<file path="src/rtl/ps2_receiver.sv">
// PS/2 keyboard receiver: synchronises and deglitches kclock/kdata, deserialises 11-bit frames, keeps a 32-bit scan-code history.
// Latency: keycode_valid one clock after the filtered stop-bit fall; no backpressure, every good byte is shifted in unconditionally.

module ps2_line_filter #(
    parameter int FILTER_CYCLES = 4
) (
    input  logic clock,
    input  logic reset,
    input  logic i_line,
    output logic o_level
);
    localparam int FW = $clog2(FILTER_CYCLES + 1);

    logic          r_sync1;
    logic          r_sync2;
    logic          r_level;
    logic [FW-1:0] r_cnt;

    // The level only moves once the new value has been seen FILTER_CYCLES clocks in a row.
    always_ff @(posedge clock) begin
        if (reset) begin
            r_sync1 <= 1'b1;
            r_sync2 <= 1'b1;
            r_level <= 1'b1;
            r_cnt   <= '0;
        end else begin
            r_sync1 <= i_line;
            r_sync2 <= r_sync1;
            if (r_sync2 == r_level) begin
                r_cnt <= '0;
            end else if (r_cnt == FW'(FILTER_CYCLES - 1)) begin
                r_level <= r_sync2;
                r_cnt   <= '0;
            end else begin
                r_cnt <= r_cnt + FW'(1);
            end
        end
    end

    assign o_level = r_level;
endmodule

module ps2_receiver #(
    parameter int FILTER_CYCLES  = 4,
    parameter int TIMEOUT_CYCLES = 100000
) (
    input  logic        clock,
    input  logic        reset,
    input  logic        kclock,
    input  logic        kdata,
    output logic [31:0] keycodeout,
    output logic        keycode_valid,
    output logic        frame_error
);
    localparam int TW = $clog2(TIMEOUT_CYCLES + 1);

    typedef enum logic [1:0] {
        IDLE   = 2'd0,
        DATA   = 2'd1,
        PARITY = 2'd2,
        STOP   = 2'd3
    } state_t;

    state_t        r_state;
    state_t        w_state_nxt;
    logic [2:0]    r_bit_cnt;
    logic [2:0]    w_bit_cnt_nxt;
    logic [7:0]    r_shift;
    logic [7:0]    w_shift_nxt;
    logic          r_par;
    logic          w_par_nxt;
    logic [TW-1:0] r_tmo_cnt;
    logic [TW-1:0] w_tmo_cnt_nxt;
    logic [31:0]   r_keycode;
    logic          r_valid;
    logic          r_error;
    logic          w_ok;
    logic          w_err;
    logic          w_tmo;
    logic          w_kclk;
    logic          w_kdat;
    logic          r_kclk_prev;
    logic          w_fall;

    ps2_line_filter #(.FILTER_CYCLES(FILTER_CYCLES)) u_kclk_filter (
        .clock   (clock),
        .reset   (reset),
        .i_line  (kclock),
        .o_level (w_kclk)
    );

    ps2_line_filter #(.FILTER_CYCLES(FILTER_CYCLES)) u_kdat_filter (
        .clock   (clock),
        .reset   (reset),
        .i_line  (kdata),
        .o_level (w_kdat)
    );

    assign w_fall = r_kclk_prev & ~w_kclk;
    assign w_tmo  = (r_state != IDLE) && (r_tmo_cnt == TW'(TIMEOUT_CYCLES));

    always_ff @(posedge clock) begin
        if (reset) begin
            r_state <= IDLE;
        end else begin
            r_state <= w_state_nxt;
        end
    end

    // Timeout is checked first so a fall coinciding with expiry is dropped.
    always_comb begin
        w_state_nxt   = r_state;
        w_bit_cnt_nxt = r_bit_cnt;
        w_shift_nxt   = r_shift;
        w_par_nxt     = r_par;
        w_ok          = 1'b0;
        w_err         = 1'b0;
        if (w_tmo) begin
            w_state_nxt = IDLE;
            w_err       = 1'b1;
        end else if (w_fall) begin
            case (r_state)
                IDLE: begin
                    if (!w_kdat) begin
                        w_state_nxt   = DATA;
                        w_bit_cnt_nxt = 3'd0;
                    end
                end
                DATA: begin
                    w_shift_nxt   = {w_kdat, r_shift[7:1]};
                    w_bit_cnt_nxt = r_bit_cnt + 3'd1;
                    if (r_bit_cnt == 3'd7) begin
                        w_state_nxt = PARITY;
                    end
                end
                PARITY: begin
                    w_par_nxt   = w_kdat;
                    w_state_nxt = STOP;
                end
                STOP: begin
                    w_state_nxt = IDLE;
                    if (w_kdat && (^{r_shift, r_par})) begin
                        w_ok = 1'b1;
                    end else begin
                        w_err = 1'b1;
                    end
                end
                default: w_state_nxt = IDLE;
            endcase
        end
    end

    always_comb begin
        if ((r_state == IDLE) || w_tmo || w_fall) begin
            w_tmo_cnt_nxt = '0;
        end else begin
            w_tmo_cnt_nxt = r_tmo_cnt + TW'(1);
        end
    end

    always_ff @(posedge clock) begin
        if (reset) begin
            r_kclk_prev <= 1'b1;
            r_bit_cnt   <= 3'd0;
            r_shift     <= 8'd0;
            r_par       <= 1'b0;
            r_tmo_cnt   <= '0;
            r_keycode   <= 32'd0;
            r_valid     <= 1'b0;
            r_error     <= 1'b0;
        end else begin
            r_kclk_prev <= w_kclk;
            r_bit_cnt   <= w_bit_cnt_nxt;
            r_shift     <= w_shift_nxt;
            r_par       <= w_par_nxt;
            r_tmo_cnt   <= w_tmo_cnt_nxt;
            r_valid     <= w_ok;
            r_error     <= w_err;
            if (w_ok) begin
                r_keycode <= {r_keycode[23:0], r_shift};
            end
        end
    end

    assign keycodeout    = r_keycode;
    assign keycode_valid = r_valid;
    assign frame_error   = r_error;
endmodule

</file>
<file path="config.mk">
export PLATFORM = sky130hd
export DESIGN_NAME = ps2_receiver
export DESIGN_NICKNAME = d
export VERILOG_FILES = /design/src/rtl/ps2_receiver.sv
export SDC_FILE = /design/constraint.sdc
export NUM_CORES = 1
export LEC_CHECK = 0
export ABC_AREA = 1
export BUFFER_PORTS_ARGS = -buffer_cell sky130_fd_sc_hd__buf_2
export CAP_MARGIN = 20
export CORE_MARGIN = 1.5
export CORE_UTILIZATION = 30
export CTS_BUF_LIST = sky130_fd_sc_hd__clkbuf_4
export DETAILED_ROUTE_END_ITERATION = 8
export GPL_TIMING_DRIVEN = 0
export PLACE_DENSITY_LB_ADDON = 0.08
export SYNTH_ARGS = -nofsm -noshare
export SYNTH_HDL_FRONTEND = slang
export SYNTH_SLANG_ARGS = --single-unit
</file>
<file path="constraint.sdc">
create_clock -name clock -period 1.73 [get_ports clock]
set_clock_uncertainty 0.2 [all_clocks]
set_input_delay 0.0865 -clock clock [delete_from_list [all_inputs] [get_ports clock]]
set_output_delay 0.0865 -clock clock [all_outputs]
set_load 0.01 [all_outputs]
</file>
* After elaboration in Yosys (flattened, before gate mapping) *
Cells that the tools add are included.

storage, ports and cells
  register bits = 78
  RAM bits = 0
  input port bits = 4
  logic and storage cells = 68
  memories kept = 0
  bits in read-only memories = 0
  bits in latches = 0
  output and inout port bits = 34

operators by class
  mux-type cells = 13
  equal/unequal tests = 11
  shifts and indexed selects = 0
  multiply operators = 0
  divide/modulo/power cells = 0
  reductions and logical operators = 18
  $lt $le $gt $ge = 0
  $add $sub $neg = 4
  bitwise logic cells = 5

operator list
  operator                                       number
  adder 17 x 1 -> 17 bit, second input constant  1
  == test 17 bit, second input constant          1
  adder 3 x 1 -> 3 bit, second input constant    3
  AND reduction 3 bit                            3
  XOR reduction 9 bit                            1
  2-to-1 mux 1 bit                               8
  one-hot mux 2 bit (4 select lines)             1
  == test 3 x 2 -> 1 bit, second input constant  2
  one-hot mux 3 bit (2 select lines)             1
  OR reduction 3 bit                             2
  == test 2 bit, second input constant           2
  2-to-1 mux 2 bit                               2
  inequality test 2 bit, second input constant   2
  NOT 1 bit                                      4
  AND reduction 2 bit                            2
  AND reduction 4 bit                            1
  nonzero test 2 bit                             2
  OR reduction 2 bit                             2
  == test 3 bit, second input constant           1
  2-to-1 mux 3 bit                               1
  == test 1 bit                                  2
  == test 2 x 1 -> 1 bit, second input constant  1
  logical AND 1 bit                              2
  logical NOT 2 bit                              1
  2 further kinds                                3

* Logic depth before layout (Yosys ltp) *
  depth in word-level cells = 6
  mapped depth = 14
  mapped depth without buffers = 13

* Cells and area by module *
From an unflattened synthesis, not the netlist that was laid out.

unflattened totals
  cell total of the unflattened synthesis = 509
  area, all modules = 3708.6 sq um

modules (own cells, without submodules)
  module           sequential area each (sq um)  instances  cells an instance  area each (sq um)
  ps2_receiver     1321.3                        1          463                3273.1
  ps2_line_filter  120.1                         2          23                 217.7

* Least setup slack after synthesis *
Ideal clock, no wire load.

  path kind = reg2reg
  start = reg r_tmo_cnt[0]
  end = reg r_keycode[23], in the netlist keycodeout[23]
  period minus slack after synthesis = 1.813 ns
  cell stages (with the launch flop) = 12
  data required time = 1.418 ns
  path slack = -0.083 ns
  data arrival time = 1.501 ns
  path buffers = 1
  library setup time = 0.112 ns
  cells stage by stage = dfxtp_1 > inv_1 > ha_1 > nand3_1 > nor2_2 > nand3_2 > nand2_2 > nor2_4 > buf_1 > nand3_1 > nand2_1 > nor2_2

between the ends
  longest elaborated chain between the ends = 3

ends and longest elaborated chain
  element                 line  source
  from (decl)             72    logic [TW-1:0] r_tmo_cnt;
  from (signal assigned)  176   r_tmo_cnt <= w_tmo_cnt_nxt;
  == test 17 bit          100   assign w_tmo = (r_state != IDLE) && (r_tmo_cnt == TW'(TIMEOUT_CYCLES));
  logical AND 1 bit       100
  2-to-1 mux 1 bit        118   if (w_tmo) begin
  to (signal assigned)    180   r_keycode <= {r_keycode[23:0], r_shift};
  to (decl)               74    logic [31:0] r_keycode;

No other way between the ends.
A chain may end at the register's enable or synchronous reset.

* Worst setup path in the final report *
  start = reg r_par
  end = reg r_keycode[5], in the netlist keycodeout[5]

between the ends
  longest elaborated chain between the ends = 6

ends and longest elaborated chain
  element                 line  source
  from (decl)             70    logic r_par;
  from (signal assigned)  175   r_par <= w_par_nxt;
  XOR reduction 9 bit     142   if (w_kdat && (^{r_shift, r_par})) begin
  logical AND 1 bit       142
  2-to-1 mux 1 bit        142
  2-to-1 mux 1 bit        122   case (r_state)
  2-to-1 mux 1 bit        121   end else if (w_fall) begin
  2-to-1 mux 1 bit        118

No other way between the ends.

==> flow_summary.rst <==
.. list-table::
   :header-rows: 1

   * - Metric
     - Value
   * - Transition time at the pin with the least slew margin
     - 0.507 ns
   * - Post-synth top flop
     - sky130_fd_sc_hd__dfxtp_1
   * - Cells after DPL
     - 688
   * - Cells traversed along the worst timing path
     - inv_4 -> nand2_1 -> nand2_1 -> inv_1 -> nand2_1 -> nand2_2 -> nand2_4 -> nand2_4 -> nand2_4 -> nand3_4 -> nor2_8 -> buf_6 -> buf_8 -> nor2_2 -> nor2_1
   * - Synth Area in Compound Gates
     - 6.84%
   * - Net count after synthesis
     - 521
   * - Routed vias/inst
     - 4.50
   * - Number of optimization iterations in the first detailed-route pass
     - 4
   * - Yosys warns
     - 0
   * - Final nets
     - 611
   * - Crit path launch type
     - flop
   * - Clock tree from TritonCTS
     - yes
   * - Achievable Freq
     - 537 MHz
   * - Mux cell area share after synthesis
     - 0%
   * - All-layer global routing usage
     - 14.7%
   * - Number of unique standard cell types used by synthesis
     - 38
   * - Clock insertion delay at the later pin of the skew report
     - 0.44 ns
   * - Count of boundary I/O pins
     - 38
   * - Worst Hold Depth
     - 3
   * - Wire per inst
     - 11.7 um
   * - Wire length of the first global-routing pass
     - 15000 um
   * - GRT overflow
     - 0
   * - R2R cell count
     - 15
   * - Fraction of layout instances using a drive strength above 1
     - 38.8%
   * - Die Area
     - 12900 um2
   * - Power density cells
     - 583 nW/um2
   * - Clk Tree Root Cell
     - sky130_fd_sc_hd__clkbuf_4
   * - Status
     - finished with violations
   * - Number of enable flip-flop cells after synthesis
     - 0
   * - Largest net degree at the start of global routing
     - 12
   * - Critical Path AT
     - 2.04 ns
   * - P_leak
     - 2.15 nW
   * - Clock transition at path regs
     - 0.12 ns
   * - Max VDD drop
     - 0.000374 V
   * - Area share of the largest cell type after synthesis
     - 42.5%
   * - Count of H-tree levels built during CTS
     - 3
   * - Critical path class
     - flop to flop
   * - Share of the cycle needed by the critical path after routing
     - 108%
   * - Part of the power in combinational logic
     - 2.3%
   * - Leading cell type in the layout, fill and taps excluded
     - sky130_fd_sc_hd__nand2_1
   * - Instance count of the mapped netlist
     - 504
   * - Number of violations reported at the end of detailed-routing iteration 0
     - 82
   * - Initial antenna violation count
     - 0
   * - Hpwl dp
     - 5770 um
   * - Power dissipated by switching net loads
     - 0.000655 W
   * - Stages on the worst setup path
     - 15
   * - Final instance count without filler cells
     - 743
   * - Via Count
     - 3341
   * - Number of buffers on the longest clock path
     - 2
   * - Share of synthesized flip-flops with an asynchronous set or reset
     - 0%
   * - Post-Synth Simple-Gate Area
     - 35.0%
   * - Area of the core
     - 12000 um2
   * - Relative contribution of sequential cells to total power
     - 61.8%
   * - Dominant combinational cell family by area after synthesis
     - simple AND/OR/NAND/NOR gates
   * - Antenna-violating nets left
     - 0
   * - Post-route met1 wirelength
     - 4190 um
   * - Highest metal layer used by the detailed router
     - met4
   * - Finish-stage setup viols
     - 40
   * - Clock sink count
     - 78
   * - Cell-internal power
     - 0.00224 W
   * - Share of the synthesized netlist area taken by xor and xnor gates
     - 0.238%
   * - Starting utilization of the core area
     - 30.7%
   * - Reported max-cap violation count
     - 0
   * - Final period demand of the worst path
     - 1.86 ns
   * - Layout Area Growth over Synthesis
     - 34.8%
   * - Top cell family by delay on the critical path
     - simple AND/OR/NAND/NOR gates
   * - Wire length reported by the detailed router
     - 8700 um
   * - # rows
     - 40
   * - Min-Delay Path Class
     - input port to flop
   * - Final worst slack
     - -0.131 ns
   * - Post-synth top area cell
     - sky130_fd_sc_hd__dfxtp_1
   * - Die extent in x
     - 114 um
   * - Number of global-route vias before repair
     - 3175
   * - Sequential element share of the synthesized area
     - 42.5%
   * - Post-detailed-route DRC marker count
     - 0
   * - Failing checks
     - setup timing
   * - Commonest cells after routing, fill and taps aside
     - sky130_fd_sc_hd__nand2_1 (83), sky130_fd_sc_hd__nor2_1 (61), sky130_fd_sc_hd__dfxtp_1 (61)
   * - Netlist area before placement
     - 3680 um2
   * - Routed length on met2
     - 4090 um
   * - Met3 wire length
     - 327 um
   * - Number of buffers added by the clock tree synthesis step
     - 9
   * - Aggregate negative setup slack
     - -3.35 ns
   * - Adder-cell share of the synthesized area
     - 4.42%
   * - Antenna fix cells
     - 0
   * - Crit path largest cell delay
     - 0.39 ns
   * - # port buffers
     - 37
   * - Main area contributors after synthesis
     - sky130_fd_sc_hd__dfxtp_1 (42%), sky130_fd_sc_hd__nand2_1 (11%), sky130_fd_sc_hd__nor2_1 (7.8%)
   * - Number of register bits inferred by synthesis
     - 78
   * - Required time at the worst-slack endpoint
     - 1.91 ns
   * - Setup repair after global routing missed its margin
     - true
   * - Max Fanout on Critical Path
     - 5
   * - Post-placement worst setup slack
     - -0.348 ns
   * - Slowest cell on the critical path
     - sky130_fd_sc_hd__dfxtp_4
   * - Max-slew headroom
     - 66.2%
   * - Clock group share of total power
     - 35.9%
   * - Endpoint type of the worst setup path
     - flop
   * - Die outline height
     - 114 um
   * - Net Sw Frac
     - 22.7%
   * - CP Buf/Inv Count
     - 4
   * - Final Hold Vio Count
     - 0
   * - RD Place Congestion
     - 0.748
   * - Post-synthesis area per instance
     - 7.29 um2
   * - Final-report max-slew violation count
     - 0
[Yosys cell counts, types with 2 or more instances]
| library cell | number |
|---|---|
| sky130_fd_sc_hd__nor4_1 | 2 |
| sky130_fd_sc_hd__nand2_1 | 103 |
| sky130_fd_sc_hd__nor2_2 | 22 |
| sky130_fd_sc_hd__inv_2 | 10 |
| sky130_fd_sc_hd__or2_2 | 6 |
| sky130_fd_sc_hd__o21ai_0 | 13 |
| sky130_fd_sc_hd__buf_1 | 5 |
| sky130_fd_sc_hd__clkbuf_1 | 3 |
| sky130_fd_sc_hd__nor2_4 | 2 |
| sky130_fd_sc_hd__nand2_4 | 4 |
| sky130_fd_sc_hd__nand2_2 | 3 |
| sky130_fd_sc_hd__buf_6 | 3 |
| sky130_fd_sc_hd__buf_8 | 2 |
| sky130_fd_sc_hd__ha_1 | 13 |
| sky130_fd_sc_hd__nor2_1 | 76 |
| sky130_fd_sc_hd__clkinv_1 | 3 |
| sky130_fd_sc_hd__o21a_1 | 2 |
| sky130_fd_sc_hd__nor3_1 | 2 |
| sky130_fd_sc_hd__nand3_1 | 41 |
| sky130_fd_sc_hd__inv_1 | 60 |
| sky130_fd_sc_hd__nand4_1 | 6 |
| sky130_fd_sc_hd__dfxtp_1 | 78 |
| sky130_fd_sc_hd__buf_2 | 2 |
| sky130_fd_sc_hd__nand3_2 | 2 |
| sky130_fd_sc_hd__a21oi_1 | 28 |
[state kept, by name (all words and copies together), names as in the netlist, 2 cells and up]
signal               flops
r_bit_cnt                3
r_shift                  8
keycodeout              32
u_kdat_filter.r_cnt      3
u_kclk_filter.r_cnt      3
r_tmo_cnt               17
r_state                  2
[kinds of logic after synthesis]
family	count (synthesis)
and+or+nand+nor	275
AOI/OAI and AO/OA	47
DFF	78
buffers and inverters	90
adders and majority gates	13
xor gates and xnor gates	1
[per-layer routing]
metal | up-vias | GRT usage [%]
li1 | 1751 | -
met4 | 0 | 4.17
met2 | 38 | 24.3
met1 | 1546 | 18.1
met3 | 6 | 4.99
met5 | - | 0
[worst min-delay path: cells and delay by family]
family | cells | cell delay [ns]
buffers and inverters | 2 | 0.61
and+or+nand+nor | 1 | 0.08
[worst paths after layout]
| path | endpoint | startpoint | slack, ns |
|---|---|---|---|
| setup / recovery | keycodeout[5] | r_par | -0.13 |
| hold / removal | u_kclk_filter.r_sync1 | kclock | 0.18 |
| setup reg to reg | keycodeout[5] | r_par | -0.13 |
| hold reg to reg | u_kdat_filter.r_cnt[0] | u_kdat_filter.r_cnt[0] | 0.22 |
[layout make-up]
cell class              count  area [um2]
clock inverters             3        38.8
inverters                  73         284
multi-input cells         336        2000
plain buffers              17         165
fillers                  1247        7010
flip-flops and latches     78        1610
well taps                 147         184
clock buffers              10        75.1
repair buffers             79         603
[stage by stage]
stage / hold WS [ns] / util [%] / area [um2] / power (W)
final: 0.177 / 41.4 / 4960 / 0.00289
after global placement: 0.0720 / 33.9 / 4050 / 0.00191
after CTS: 0.125 / 38.9 / 4650 / 0.00297
after detailed placement: 0.0743 / 33.9 / 4050 / 0.00191
after floorplan: -0.00969 / - / 3680 / 0.00189
after global routing: 0.120 / 41.4 / 4960 / 0.00305
[power groups by stage]
stage          Sequential (W)  Clock [W]  Combinational, W
2_1_floorplan         0.00184          0         0.0000428
3_3_place_gp          0.00184          0         0.0000613
3_5_place_dp          0.00184          0         0.0000613
4_1_cts               0.00180    0.00111         0.0000668
5_1_grt               0.00179    0.00119         0.0000758
6_report              0.00179    0.00104         0.0000664
[what timing repair did]
action                                  CTS  global route
buffers inserted                         22            12
endpoints found under the setup margin   62            64
gates cloned                              5             0
endpoints found under the hold margin    15             0
pin swaps                                20            45
hold buffers                              3             0
gates resized for setup                  67            75
(Power assumes the default switching activity.)
